[config.mk]
export PLATFORM = sky130hd
export DESIGN_NAME = data_mem_ctrl
export DESIGN_NICKNAME = d
export VERILOG_FILES = /design/src/rtl/data_mem_ctrl.sv
export SDC_FILE = /design/constraint.sdc
export NUM_CORES = 1
export LEC_CHECK = 0
export ABC_AREA = 1
export BUFFER_PORTS_ARGS = -buffer_cell sky130_fd_sc_hd__clkbuf_2
export CORE_ASPECT_RATIO = 1.5
export CORE_MARGIN = 4
export CORE_UTILIZATION = 50
export CTS_CLUSTER_SIZE = 28
export DETAILED_ROUTE_END_ITERATION = 8
export GPL_TIMING_DRIVEN = 0
export PLACE_DENSITY = 0.81
export SYNTH_ARGS = -nofsm -noshare
export SYNTH_HDL_FRONTEND = slang
export SYNTH_SLANG_ARGS = --single-unit
[constraint.sdc]
create_clock -name CLK -period 9.7 [get_ports CLK]
set_clock_uncertainty 0.1 [all_clocks]
set_input_delay 1.94 -clock CLK [delete_from_list [all_inputs] [get_ports CLK]]
set_output_delay 1.94 -clock CLK [all_outputs]
set_load 0.01 [all_outputs]
[src/rtl/data_mem_ctrl.sv]
// data_mem_ctrl: arbitrates the CPU and loader ports onto a 1-cycle
// synchronous word RAM; handles sub-word loads, RMW stores, misalignment.
// Ports: CLK/RST (async, active high); c_* CPU load/store port;
// l_* loader word port; mem_* RAM side (registered address/data/we).
module data_mem_ctrl #(
  parameter int ADDR_W = 10
) (
  input  logic              CLK,
  input  logic              RST,
  input  logic              c_req,
  input  logic              c_we,
  input  logic [2:0]        c_funct3,
  input  logic [31:0]       c_addr,
  input  logic [31:0]       c_wdata,
  output logic              c_ack,
  output logic              c_err,
  output logic [31:0]       c_rdata,
  input  logic              l_req,
  input  logic              l_we,
  input  logic [31:0]       l_addr,
  input  logic [31:0]       l_wdata,
  output logic              l_ack,
  output logic [31:0]       l_rdata,
  output logic [ADDR_W-1:0] mem_addr,
  output logic [31:0]       mem_wdata,
  output logic              mem_we,
  input  logic [31:0]       mem_rdata
);

  localparam logic [1:0] S_IDLE   = 2'd0;
  localparam logic [1:0] S_ISSUE  = 2'd1;
  localparam logic [1:0] S_RDWAIT = 2'd2;
  localparam logic [1:0] S_MERGE  = 2'd3;

  logic [1:0]  state;
  logic        last_l;
  logic        cur_l;
  logic        cur_we;
  logic [2:0]  cur_f3;
  logic [1:0]  cur_off;
  logic [31:0] cur_wdata;

  logic        grant_c;
  logic        grant_l;
  logic        c_bad;
  logic        sel_we;
  logic [2:0]  sel_f3;
  logic [31:0] sel_addr;
  logic [31:0] sel_wdata;
  logic [31:0] ld_val;
  logic [31:0] merged;
  logic [31:0] lane_mask;
  logic [31:0] lane_data;
  logic [4:0]  bsh;
  logic [4:0]  hsh;
  logic [7:0]  byte_v;
  logic [15:0] half_v;

  logic unused_bits;
  assign unused_bits = ^{c_addr[31:ADDR_W+2],
                         l_addr[31:ADDR_W+2],
                         l_addr[1:0]};

  // Tie goes to whoever did not win last time.
  assign grant_c = c_req & (~l_req | last_l);
  assign grant_l = l_req & ~grant_c;

  always_comb begin
    c_bad = 1'b0;
    unique case (c_funct3)
      3'b011, 3'b110, 3'b111: c_bad = 1'b1;
      3'b001, 3'b101:         c_bad = c_addr[0];
      3'b010:                 c_bad = |c_addr[1:0];
      default:                c_bad = 1'b0;
    endcase
  end

  assign sel_we    = grant_l ? l_we    : c_we;
  assign sel_f3    = grant_l ? 3'b010  : c_funct3;
  assign sel_addr  = grant_l ? l_addr  : c_addr;
  assign sel_wdata = grant_l ? l_wdata : c_wdata;

  assign bsh    = {cur_off, 3'b000};
  assign hsh    = {cur_off[1], 4'b0000};
  assign byte_v = 8'(mem_rdata >> bsh);
  assign half_v = cur_off[1] ? mem_rdata[31:16]
                             : mem_rdata[15:0];

  always_comb begin
    ld_val = mem_rdata;
    unique case (cur_f3)
      3'b000:  ld_val = {{24{byte_v[7]}}, byte_v};
      3'b001:  ld_val = {{16{half_v[15]}}, half_v};
      3'b100:  ld_val = {24'd0, byte_v};
      3'b101:  ld_val = {16'd0, half_v};
      default: ld_val = mem_rdata;
    endcase
  end

  // funct3[0] selects half vs byte for SB/SH.
  always_comb begin
    lane_mask = 32'h0000_00FF << bsh;
    lane_data = {24'd0, cur_wdata[7:0]} << bsh;
    if (cur_f3[0]) begin
      lane_mask = 32'h0000_FFFF << hsh;
      lane_data = {16'd0, cur_wdata[15:0]} << hsh;
    end
    merged = (mem_rdata & ~lane_mask)
           | (lane_data & lane_mask);
  end

  always_ff @(posedge CLK or posedge RST) begin
    if (RST) begin
      state     <= S_IDLE;
      last_l    <= 1'b1;
      cur_l     <= 1'b0;
      cur_we    <= 1'b0;
      cur_f3    <= 3'd0;
      cur_off   <= 2'd0;
      cur_wdata <= 32'd0;
      c_ack     <= 1'b0;
      c_err     <= 1'b0;
      c_rdata   <= 32'd0;
      l_ack     <= 1'b0;
      l_rdata   <= 32'd0;
      mem_addr  <= '0;
      mem_wdata <= 32'd0;
      mem_we    <= 1'b0;
    end else begin
      c_ack  <= 1'b0;
      c_err  <= 1'b0;
      l_ack  <= 1'b0;
      mem_we <= 1'b0;
      unique case (state)
        S_IDLE: begin
          // Skip the ack cycle so the requester can drop req.
          if (!(c_ack || l_ack) && (c_req || l_req)) begin
            last_l <= grant_l;
            cur_l  <= grant_l;
            if (grant_c && c_bad) begin
              c_ack <= 1'b1;
              c_err <= 1'b1;
            end else begin
              state     <= S_ISSUE;
              cur_we    <= sel_we;
              cur_f3    <= sel_f3;
              cur_off   <= sel_addr[1:0];
              cur_wdata <= sel_wdata;
              mem_addr  <= sel_addr[ADDR_W+1:2];
              if (sel_we && sel_f3 == 3'b010) begin
                mem_we    <= 1'b1;
                mem_wdata <= sel_wdata;
              end
            end
          end
        end
        S_ISSUE: begin
          if (cur_we && cur_f3 == 3'b010) begin
            state <= S_IDLE;
            if (cur_l) l_ack <= 1'b1;
            else       c_ack <= 1'b1;
          end else begin
            state <= S_RDWAIT;
          end
        end
        S_RDWAIT: begin
          if (!cur_we) begin
            state <= S_IDLE;
            if (cur_l) begin
              l_ack   <= 1'b1;
              l_rdata <= mem_rdata;
            end else begin
              c_ack   <= 1'b1;
              c_rdata <= ld_val;
            end
          end else begin
            state     <= S_MERGE;
            mem_wdata <= merged;
            mem_we    <= 1'b1;
          end
        end
        S_MERGE: begin
          state <= S_IDLE;
          if (cur_l) l_ack <= 1'b1;
          else       c_ack <= 1'b1;
        end
        default: state <= S_IDLE;
      endcase
    end
  end

endmodule

* Yosys cells after proc, flatten, opt, wreduce, memory -nomap -nowiden
Index checks and enable logic that the tools add are counted.
W data, S select, Z words.
** Cells by class
- Reduce and logical (&&, ||, !) cells :: 19
- Equal/unequal tests :: 18
- Shift-type cells :: 5
- Mux-type cells :: 35
- Bitwise operators :: 12
** Operators with widths (count)
- $mux W32 :: 7
- $pmux W32 S4 :: 1
- $and A32 B32 Y32 :: 2
- $pmux W32 S2 :: 1
- $not A32 Y32 :: 1
- $or A32 B32 Y32 :: 1
- $shl A16 B5 Y32 :: 1
- $shl A16 B5 Y32 const A :: 1
- $shl A8 B5 Y32 :: 1
- $shl A8 B5 Y32 const A :: 1
- $shr A32 B5 Y8 :: 1
- $mux W16 :: 1
- $eq A3 B3 Y1 const B :: 5
- $mux W1 :: 14
- $eq A3 B2 Y1 const B :: 4
- $mux W12 :: 1
- $reduce_and A3 Y1 :: 3
- $mux W2 :: 4
- $ne A2 B2 Y1 const B :: 4
- $pmux W2 S4 :: 1
- $eq A3 B1 Y1 const B :: 2
- $pmux W1 S3 :: 2
- $not A1 Y1 :: 5
- $reduce_and A5 Y1 :: 1
- 16 further kinds :: 24
** Word-level totals
- Bits in registers :: 136
- Output and inout bits :: 110

* Depth between registers and ports, before layout
- Depth after elaboration :: 12
- Gate-level depth with buffers :: 11

* Worst setup path before layout
No wires, ideal clock.
- Path kind :: in2reg
- Start point :: input l_req
- End point :: register mem_addr[6]
- Cell stages on the path :: 7
- Arrival time :: 2.826 ns
- Slack :: 6.650 ns
- Library setup time :: 0.124 ns
- Cell sequence :: inv_1 > a21o_1 > buf_2 > buf_6 > or2_2 > o211ai_1 > nand2_1
** On the way
- Cells in the longest elaborated chain, start to end :: 6
- Elaborated cells between the ends (all ways) :: 11
- Classes of those cells :: mux: 1; bitwise: 6; reduce/logical: 4
** Ends and longest elaborated chain
- start, declared :: RTL line 18 : input logic l_req,
- $not A1 Y1 :: RTL line 65 : assign grant_c = c_req & (~l_req | last_l);
- $or A1 B1 Y1 :: RTL line 65
- $and A1 B1 Y1 :: RTL line 65
- $not A1 Y1 or $logic_and A1 B1 Y1 (tied branches) :: RTL line 66, 140
- $and A1 B1 Y1 or $not A1 Y1 (tied branches)
- $mux W12 or $reduce_and A3 Y1 (tied branches)
- end signal, assigned :: RTL line 149 : mem_addr <= sel_addr[ADDR_W+1:2];
- end, declared :: RTL line 24 : output logic [ADDR_W-1:0] mem_addr,
Several ways; a longest one is shown, not always the timed one.
A chain may end at the register's enable or synchronous reset.

* Final worst setup path
- Start point :: input c_funct3[2]
- End point :: register mem_wdata[18]
** On the way
- Cells in the longest elaborated chain, start to end :: 6
- Elaborated cells between the ends (all ways) :: 16
- Classes of those cells :: eq/ne: 9; mux: 2; reduce/logical: 5
** Ends and longest elaborated chain
- start, declared :: RTL line 12 : input logic [2:0] c_funct3,
- $eq A3 B2 Y1 (tied with other cells) :: RTL line 70 : unique case (c_funct3)
- $reduce_or A3 Y1 or $reduce_or A2 Y1 (tied branches) :: RTL line 70
- $pmux W1 S3 :: RTL line 70
- $logic_and A1 B1 Y1 :: RTL line 140 : if (grant_c && c_bad) begin
- $ne A2 B2 Y1 (no line)
- $reduce_and A5 Y1 (no line) *
- end signal, assigned :: RTL line 152 : mem_wdata <= sel_wdata;
- end signal, assigned :: RTL line 178 : mem_wdata <= merged;
- end, declared :: RTL line 25 : output logic [31:0] mem_wdata,
Mark *: on every way between the ends. The rest lies on a longest branch, timed or not.

==> out/metrics.csv <==
metric,value,unit
outcome,"finished, final reports clean",
grt.total_usage,30.96,%
vias_per_cell,5.255,
rr_worst_depth,9,
antenna_cells,0,
die_w,106.3,um
vias,7694,
worst_pin_slew,0.6749,ns
dr.pass1.iters,7,
core,14120,um^2
syn_area_per_cell,7.228,um^2
fin_area,9306,um^2
synth_edf_count,0,
holdPathStages,2,
drtIter0Drc,581,
die_area,16530,um^2
critPathTopFamily,simple AND/OR/NAND/NOR gates,
yosysWarnings,0,
crit_end,mem_wdata[18],
routed_wl,24.92,mm
synth_cell_types,28,
cap_violations,0,
io_pins,279,
setup_violations,0,
root_buffer,clkbuf_16,
ys_seq_area_share,46.96,%
crit_chain,"clkbuf_2, nor2_1, nand3_1, nand3_1, nand2_1, nand2_1, clkbuf_1, nand3_1, nand2_1",
crit_fanout,10,
io_buffers,238,
synth_ff_type,dfrtp_1,
start_util,51.32,%
synth.largest_area_cell,dfrtp_1,
pwr_density_cell,335.4,nW/um^2
drive_gt1_share,26.65,%
fin_crit_sh,32.12,%
grt_start_max_net_pins,73,
ctsResizeCount,0,
path_class,input pin to flip-flop,
reg2reg_to,mem_wdata[17],
post-route-util,65.89,%
drc,0,
hold_viol_final,0,
clkTransAtPathRegs,0.06,ns
dp_hpwl,19.67,mm
rsz0062_at_grt,false,
end_kind,flip-flop,
regToRegSetupSlack,7.73,ns
timing.setup.tns,0,ns
crit_path_start_kind,input pin,
worst_ep_required_time,9.96,ns
clock.fmax,321.0,MHz
cp_num_buf_inv,2,
ctsHtreeMaxLevel,4,
netlist_area,7249,um^2
synthToLayoutAreaGrowth,28.37,%
crit_start,c_funct3[2],
final_max_slew_viol_count,0,
ant_nets,0,
grt_pass1_vias,7688,
antenna_found_initial,0,
cts.path.max_buffers,2,
worst_path_max_delay_cell,clkbuf_1,
post_drt_wl_per_cell,17.02,um
hold_buffers,0,
synth_top_area_share,46.60,%
max-vdd-ir-drop,0.1545,mV
cts_tree,yes,
r2r-start,last_l,
synth_area_leaders,"dfrtp_1 (47%), nand2_1 (21%), o21ai_0 (6.4%)",
row_count,53,
cts.sinks,136,
synthArstFlopShare,100.0,%
max_stage_delay,0.38,ns
placed_area,8713,um^2
leakage,0.005279,uW
numCtsBuffers,17,
min_period,3.115,ns
grt-ovfl-total,0,
clock_latency,0.42,ns
cp_num_cells,9,
maxSlewHeadroom,55.01,%
arrival,3.38,ns
grt_pass1_wl,39.84,mm
ys_ff_latch,136,
fin_ws,6.585,ns
final_nets,1430,
post-cts-setup-buffer-count,0,
gp_congestion,0.9739,
min_path_type,flip-flop to flip-flop,
syn_nets,1172,
die_y,155.5,um
pre_cts_ws,6.147,ns
netlist_instances,1003,
==> logic make-up after synthesis <==
group | synth area share [%]
simple gates | 30.20
compound gates | 14.36
buf+inv | 8.474
flops | 46.96
==> worst min path at each step <==
stage / from / end / slack [ns]
finish: mem_wdata[19] / mem_wdata[19] / 0.37
global route: mem_addr[0] / mem_addr[0] / 0.40
CTS: mem_wdata[19] / mem_wdata[19] / 0.37
detailed placement: mem_wdata[19] / mem_wdata[19] / 0.36
global placement: mem_wdata[25] / mem_wdata[25] / 0.36
floorplan: cur_wdata[10] / cur_wdata[10] / 0.37
==> layout by cell type (no fill, tap or decap), types with 2 or more instances in the layout <==
cell,instances
nand2_1,415
clkbuf_2,238
dfrtp_1,135
o21ai_0,93
inv_1,80
nand3_1,73
a21oi_1,35
buf_2,32
nor2_1,27
o211ai_1,24
o21bai_1,17
clkbuf_1,17
clkbuf_16,17
or2_2,11
o22ai_1,8
nand2_2,8
inv_2,6
buf_4,5
bufinv_16,3
clkinvlp_4,3
clkinv_2,3
clkinv_4,3
o21ai_1,2
o21ai_2,2
nand4_1,2
buf_6,2
==> synthesized netlist by cell type, drive strengths merged, types with 8 or more instances <==
master and instances:
a21oi 35, buf 40, clkbuf 17, dfrtp 135
inv 87, nand2 423, nand3 73, nor2 28
o211ai 24, o21ai 97, o21bai 17, o22ai 8
or2 11
==> flip-flops by register name, indices dropped and copies added, names as in the netlist <==
signal	count
c_ack	1
c_err	1
c_rdata	32
cur_f3	3
cur_l	1
cur_off	2
cur_wdata	16
cur_we	1
l_ack	1
l_rdata	32
last_l	1
mem_addr	10
mem_wdata	32
mem_we	1
state	2
==> tightest hold or removal path: stages (launching register included) <==
cell and delay, ns:
dfrtp_1 0.34, nand2_1 0.05, nand2_1 0.05
==> layout make-up <==
class | count | area, um^2
inverter | 87 | 331.6
clock inverter | 12 | 153.9
fill | 1319 | 4818
tap | 192 | 240.2
multi-input combinational | 723 | 3231
clock buffer | 18 | 439.2
sequential | 136 | 3405
buffer | 57 | 287.8
timing repair buffer | 239 | 1219
==> report_power, final <==
part / switching, uW / internal (uW)
Combinational: 932 / 506
Clock: 256 / 407
Sequential: 178 / 841
Total: 1370 / 1760
==> routing by layer <==
metal,global-route usage [%],up-vias,wire length [um]
met5,0,-,0
met4,16.79,0,1284
met3,4.525,84,1572
met2,54.13,352,12810
met1,36.38,3536,9254
li1,-,3722,-
==> stage by stage <==
stage	instances	power (uW)	hold slack (ns)
floorplan	1003	1894	0.3711
global placement	1433	2416	0.3556
detailed placement	1434	2453	0.3585
CTS	1464	3120	0.3730
global route	1464	3363	0.4010
finish	1464	3121	0.3704
Note: power is estimated with default switching activity, not from simulation.
